$ cat src/rtl/fft_input_loader.sv
// fft_input_loader: serial-to-parallel front end of the 32-point FFT.
// Ping-pong frame buffer, bit-reversed writes, explicit frame release.
module fft_input_loader #(
  parameter int p_inputBits  = 9,
  parameter int p_points     = 32,
  parameter bit p_bitReverse = 1'b1
) (
  input  logic                            CLK,
  input  logic                            RST,
  input  logic [p_inputBits-1:0]          i_sample,
  input  logic                            i_valid,
  output logic                            o_ready,
  output logic [p_points*p_inputBits-1:0] o_frame,
  output logic                            o_frame_valid,
  input  logic                            i_frame_ack,
  output logic [4:0]                      o_fill
);

  localparam int W = p_inputBits;
  localparam int N = p_points;

  logic [W-1:0] bank [2][N];

  logic       wr_sel;
  logic       rd_sel;
  logic [4:0] wr_cnt;
  logic       pending;
  logic       out_valid;

  logic       accept;
  logic       complete;
  logic [4:0] wr_slot;

  logic       do_swap;
  logic       do_stall;
  logic       do_release;
  logic       do_drain;

  function automatic logic [4:0] bitrev5(
    input logic [4:0] n
  );
    logic [4:0] r;
    for (int b = 0; b < 5; b++) begin
      r[b] = n[4-b];
    end
    return r;
  endfunction

  assign accept   = i_valid && !pending;
  assign complete = accept && (wr_cnt == 5'd31);

  // Write address: bit-reversed or natural slot for the current count
  always_comb begin
    wr_slot = wr_cnt;
    if (p_bitReverse) begin
      wr_slot = bitrev5(wr_cnt);
    end
  end

  // Mutually exclusive bank-pointer events
  always_comb begin
    do_swap    = complete && (!out_valid || i_frame_ack);
    do_stall   = complete && out_valid && !i_frame_ack;
    do_release = i_frame_ack && pending;
    do_drain   = i_frame_ack && out_valid
                 && !pending && !complete;
  end

  // Sample storage: the accepted sample lands in the write bank
  always_ff @(posedge CLK or negedge RST) begin
    if (!RST) begin
      for (int b = 0; b < 2; b++) begin
        for (int k = 0; k < N; k++) begin
          bank[b][k] <= '0;
        end
      end
    end else if (accept) begin
      bank[wr_sel][wr_slot] <= i_sample;
    end
  end

  // Write counter, wraps 31 -> 0 on each completed frame
  always_ff @(posedge CLK or negedge RST) begin
    if (!RST) begin
      wr_cnt <= '0;
    end else if (accept) begin
      wr_cnt <= wr_cnt + 5'd1;
    end
  end

  // Bank ownership: swap, stall, release and drain of the read bank
  always_ff @(posedge CLK or negedge RST) begin
    if (!RST) begin
      wr_sel    <= 1'b0;
      rd_sel    <= 1'b0;
      pending   <= 1'b0;
      out_valid <= 1'b0;
    end else begin
      unique case (1'b1)
        do_swap: begin
          rd_sel    <= wr_sel;
          wr_sel    <= ~wr_sel;
          out_valid <= 1'b1;
        end
        do_stall: begin
          pending <= 1'b1;
        end
        do_release: begin
          rd_sel    <= wr_sel;
          wr_sel    <= ~wr_sel;
          pending   <= 1'b0;
          out_valid <= 1'b1;
        end
        do_drain: begin
          out_valid <= 1'b0;
        end
        default: begin
        end
      endcase
    end
  end

  // Presented frame is a plain mux of the read bank
  always_comb begin
    o_frame = '0;
    for (int k = 0; k < N; k++) begin
      o_frame[k*W +: W] = bank[rd_sel][k];
    end
  end

  assign o_ready       = !pending;
  assign o_frame_valid = out_valid;
  assign o_fill        = wr_cnt;

endmodule

$ cat config.mk
export PLATFORM = sky130hd
export DESIGN_NAME = fft_input_loader
export DESIGN_NICKNAME = d
export VERILOG_FILES = /design/src/rtl/fft_input_loader.sv
export SDC_FILE = /design/constraint.sdc
export NUM_CORES = 1
export LEC_CHECK = 0
export CAP_MARGIN = 20
export CORE_ASPECT_RATIO = 0.5
export CORE_UTILIZATION = 60
export CTS_CLUSTER_SIZE = 16
export DETAILED_ROUTE_END_ITERATION = 10
export PLACE_DENSITY_LB_ADDON = 0.25
export SYNTH_ARGS = -nofsm -noshare
export SYNTH_HDL_FRONTEND = slang
export SYNTH_SLANG_ARGS = --single-unit
export TNS_END_PERCENT = 100
$ cat constraint.sdc
create_clock -name CLK -period 6.17 [get_ports CLK]
set_clock_uncertainty 0.15 [all_clocks]
set_input_delay 1.5425 -clock CLK [delete_from_list [all_inputs] [get_ports CLK]]
set_output_delay 1.5425 -clock CLK [all_outputs]
set_load 0.005 [all_outputs]
### Yosys cells after proc, flatten, opt, wreduce, memory -nomap -nowiden

Index checks and enable logic that the tools add are counted.

* $lt $le $gt $ge: 5
* $add $sub $neg: 1
* reduce and logical (&&, ||, !) cells: 19
* mux-type cells: 10
* equal/unequal tests: 1
* bitwise gates (word level): 4

Operator list (number)
* $mux 288: 4
* $bwmux 576: 1
* $demux 288 s1: 1
* $demux 9 s5: 1
* $logic_and 1x1->1: 11
* $mux 9: 1
* $ge 6x6->1 const B: 1
* $lt 6x1->1 const B: 1
* $not 5->6: 1
* $add 5x1->5 const B: 1
* $eq 5x5->1 const B: 1
* $ge 2x2->1 const B: 2
* $logic_not 1->1: 4
* $not 1->2: 2
* $pmux 1 s2: 2
* $reduce_bool 2->1: 2
* $lt 2x1->1 const B: 1
* $reduce_or 2->1: 1
* $logic_or 1x1->1: 1
* $not 1->1: 1

* flip-flop bits (word level): 585
* output and inout port bits: 295

### Depth between registers and ports, before layout

* depth in word-level cells: 8
* gate-level depth with buffers: 8
* gate-level depth less buffers: 6

### Worst setup path before layout

No wires, ideal clock.

* path type: input-to-reg
* start point: in i_valid
* end point: reg bank[261] (netlist name)
* setup time: 0.125 ns
* path buffers: 3
* path slack: 2.882 ns
* cell stages on the path: 6
* arrival: 3.014 ns
* cells stage by stage: buf_4 > or3b_1 > buf_2 > buf_6 > nor3_4 > mux2_2

* cells in the longest elaborated chain, start to end: 1

RTL lines
* from (decl): RTL line 11 `input logic i_valid,`
* $logic_and 1x1->1: RTL line 49 `assign accept = i_valid && !pending;`
* to (signal, indexed assignment): RTL line 78 `bank[wr_sel][wr_slot] <= i_sample;`
* to (decl): RTL line 22 `logic [W-1:0] bank [2][N];`

Every way passes these cells.
A chain may end at the register's enable or synchronous reset.

### Worst setup path after layout

* start point: reg rd_sel
* end point: out o_frame[62]

* cells in the longest elaborated chain, start to end: 4

RTL lines
* from (decl): RTL line 25 `logic rd_sel;`
* from (signal assigned): RTL line 101 `rd_sel <= wr_sel;`
* from (signal assigned): RTL line 109 `rd_sel <= wr_sel;`
* $not 1->2 (not written as such): RTL line 127 `o_frame[k*W +: W] = bank[rd_sel][k];`
* $mux 288 (2 in a row)
* $mux 288 (not written as such): RTL line 127
* to (decl): RTL line 13 `output logic [p_points*p_inputBits-1:0] o_frame,`

Every way passes these cells. The select of a mux whose other input is x is not followed.

==> results.md <==
- Hold path startpoint: bank[524]$_DFFE_PN0P_
- Pwr/cell area: 490 mW/mm2
- Clock root cell: clkbuf_16
- Post-CTS Hold Fix Bufs: 0
- Net switching power: around 0.0043 W
- #FFs+latches synth: around 590
- Final routed DRC violation total: 0
- Total iterations of the first detailed-routing run: 4
- Count of antenna-violating nets left after detailed routing: 0
- Initial standard-cell utilization of the core: 0.611
- Y dimension of the die: between 100 and 150 um
- M1 WL: ~25000 um
- Sum of negative setup slack: 0 ps
- Total routed wirelength: just under 60000 um
- Post-synthesis share of cell area spent on and, or, nand and nor gates: 0.0278
- Worst Setup Path Type: flip-flop to primary output
- Critical Path AT: about 2900 ps
- Instance count of the mapped netlist: roughly 1700
- R2R depth: 6
- Ratio of cells with drive above 1 in the final layout: 0.506
- Sequential Power Share: 0.404
- Final Hold Vio Count: 0
- Comb pwr share: 0.384
- Post-synth design cell area: around 0.026 mm2
- Largest net degree at the start of global routing: 142
- Slowest CP cell: dfrtp_4
- Number of vias per cell after detailed routing: around 5.8
- FILL cells: between 2000 and 3000
- Unrepaired setup endpoints after global routing: no
- Reported leakage power: roughly 14 nW
- Synthesized-area fraction occupied by xor and xnor cells: 0.00102
- Gr usage total: 0.271
- Cell row count: 53
- Reg area: between 0.01 and 0.015 mm2
- Critical-path maximum fanout: between 40 and 50
- Core region area: roughly 0.042 mm2
- Routed length on met3: around 2500 um
- Outcome: complete, no violations
- Achievable frequency: roughly 220 MHz
- Vias after detailed routing: approximately 15000
- Clock tree from TritonCTS: yes
- Relative contribution of the clock network to total power: 0.212
- Placer congestion estimate: 0.750
- Multiplexer share of the synthesized area: 0.379
- CTS clk-pin slew, worst paths: about 70 ps
- R2R Path End: bank[49]$_DFFE_PN0P_
- Count of different cell masters after synthesis: 34
- Latest clock arrival within the worst-skew pair: between 500 and 600 ps
- Synth Area in Adders: 0.00340
- Sw frac: 0.283
- Highest signal layer in the routed design: met4
- Path class of the lowest-slack min-delay path: flip-flop to flip-flop
- Clock buffers created by TritonCTS: 50
- Top-level port count: approximately 300
- Internal Dissipation: ~0.011 W
- Critical Path Start: rd_sel$_DFFE_PN0P_
- Largest family of logic cells by synthesized area: multiplexers
- Number of warnings issued by yosys: 0
- Final setup fails: 0
- Area occupied by multi-input gates: ~0.011 mm2
- Min Tclk post-route: about 4600 ps
- Average wire per cell in the routed design: between 20 and 25 um
- Total global routing overflow: 0
- Estimated wirelength of the detail-placed design: 35600 um
- Detailed Route Iter0 Violations: ~700
- Final-stage net count: a little under 2000
- Mean cell area of the mapped netlist: 15.2 um2
- Maximum resistive drop on vdd: 0.000286 V
- First-pass GRT wire length: between 90000 and 100000 um
- Met2 wire length: just under 30000 um
- WP data required: between 4000 and 5000 ps
- Crit share post-route: 0.746
- Die W: 295 um
- Total setup buffers inserted after CTS: 0
- Number of pins with negative max-slew slack in the final report: 0
- Area growth from synthesis to layout: 20.3%
- Count of H-tree levels built during CTS: 2
- Headroom to the max-slew limit: 0.266
- End of the critical path: o_frame[62]
- Max capacitance violation total: 0
- R2r startpoint: o_fill[2]$_DFFE_PN0P_
- Slew at the pin with the worst max-slew slack: 1090 ps
- List of cells traversed by the critical path: buf_4 > mux2_2 > clkdlybuf4s50_1
- Setup crit end kind: primary output
- Synthesized-area fraction occupied by ao, oa, aoi and oai cells: 0.00146
- Die Area: 0.0438 mm2
- Register area share after synthesis: 0.568
- Max incr delay on CP: 940 ps
- Final cell utilization of the core: 0.735
- Number of antenna violations at the first check in global routing: 1
- Net count of the mapped netlist: 1719
- Clk sink count: between 500 and 600
- Cells resized by post-CTS repair: 0
- Worst-case register-to-register setup slack: slightly below 3000 ps
- Via count of the first global-routing pass: between 15000 and 20000
- Maximum count of clock buffers along a single path: 3
- Category of the worst setup path launch point: flip-flop
- Count of input and output buffers: 307
-- final cells by class --
| class | count | area share |
|---|---|---|
| Antenna cell | 1 | 0.0000807 |
| Clock buffer | 78 | 0.0503 |
| Clock inverter | 11 | 0.00363 |
| Inverter | 4 | 0.000484 |
| Multi-Input combinational cell | 992 | 0.343 |
| Sequential cell | 585 | 0.472 |
| Tap cell | 577 | 0.0233 |
| Timing Repair Buffer | 330 | 0.106 |
-- cell usage in the layout, fill, tap and decap left out, types with 2 or more instances in the layout --
master | netlist | final
and3_1 | 2 | 2
buf_12 | 0 | 7
nand2b_1 | 6 | 6
nor4bb_1 | 8 | 8
bufinv_16 | 0 | 2
mux2i_1 | 2 | 2
clkbuf_16 | 0 | 53
dfrtp_1 | 585 | 584
nor2_2 | 24 | 24
nand3_1 | 2 | 2
mux2_2 | 866 | 866
nor3_2 | 5 | 5
ha_1 | 7 | 7
nand4b_1 | 8 | 8
clkbuf_1 | 98 | 11
nor2b_1 | 3 | 3
clkinvlp_4 | 0 | 3
clkinv_2 | 0 | 6
nand4_1 | 10 | 10
nor4b_1 | 3 | 3
buf_4 | 1 | 16
o21ai_0 | 3 | 3
clkdlybuf4s50_1 | 0 | 297
nor3_4 | 3 | 3
clkbuf_8 | 0 | 14
nand2_1 | 27 | 27
xnor2_1 | 3 | 3
inv_1 | 4 | 4
buf_2 | 7 | 9
-- cells in the mapped netlist (all sizes together) --
cell    instances  area [um2]
mux2          866        9750
dfrtp         585       14600
clkbuf         98         368
nand2          28         108
nor2           25         154
buf            20        95.1
nand4          10        62.6
nand4b          8        70.1
nor3            8        98.9
nor4bb          8        80.1
ha              7        87.6
nand2b          6        37.5
inv             4        15.0
nor2b           3        18.8
nor4b           3        26.3
o21ai           3        15.0
xnor2           3        26.3
and3            2        12.5
mux2i           2        20.0
nand3           2        10.0
a21oi           1        5.00
a221o           1        10.0
and2            1        6.26
and3b           1        8.76
nand3b          1        7.51
nor3b           1        7.51
o21bai          1        7.51
or3b            1        8.76
-- power groups by stage --
stage | Combinational [W] | Clock [W] | Sequential, W
final | 0.00583 | 0.00321 | 0.00613
after global routing | 0.00617 | 0.00343 | 0.00633
after CTS | 0.00590 | 0.00327 | 0.00614
after detailed placement | 0.00585 | 0 | 0.00619
after global placement | 0.00576 | 0 | 0.00609
after floorplan | 0.00325 | 0 | 0.00584
-- worst max-delay path, delay by kind of cell (launching register included) --
kind                   cells  cell delay, ps
muxes                      1             380
DFF                        1             940
buffers and inverters      2             970
-- state kept, by name, summed over array words and instances (netlist names) --
name / count
bank: 576
o_fill: 5
o_frame_valid: 1
pending: 1
rd_sel: 1
wr_sel: 1
-- how the worst min path moves through the flow --
stage / to / slack [ps] / cells after the start
2_1_floorplan: bank[126]$_DFFE_PN0P_ / 320 / 1
3_3_place_gp: bank[199]$_DFFE_PN0P_ / 330 / 1
3_5_place_dp: bank[286]$_DFFE_PN0P_ / 340 / 1
4_1_cts: bank[209]$_DFFE_PN0P_ / 350 / 1
5_1_grt: bank[138]$_DFFE_PN0P_ / 360 / 1
6_report: bank[524]$_DFFE_PN0P_ / 350 / 1
-- routing by layer --
| layer | vias to the layer above | track usage |
|---|---|---|
| li1 | 6620 | - |
| met1 | 7943 | 0.368 |
| met2 | 260 | 0.460 |
| met3 | 98 | 0.0344 |
| met4 | 0 | 0.0847 |
| met5 | - | 0 |
-- per-stage QoR --
stage               area, um2  total power [W]  cells  setup slack [ps]  hold WS (ps)
finish                  31000           0.0152   2578              1570           350
global route            31000           0.0159   2578              1480           362
CTS                     31000           0.0153   2577              1560           353
detailed placement      29300           0.0120   2488              1790           337
global placement        29300           0.0118   2488              1850           331
floorplan               25800          0.00909   1699              2880           324
-- cells by family (layout without fill, tap and decap cells) --
logic type               count (synthesis)  in the layout
flip-flops                             585            585
buffers and inverters                  122            423
multiplexers                           868            868
adder cells (fa/ha/maj)                  7              7
XOR/XNOR                                 3              3
other                                    0              1
AND/OR/NAND/NOR                        108            108
AO/OA/AOI/OAI                            6              6
Power figures use the tool's default switching activity.
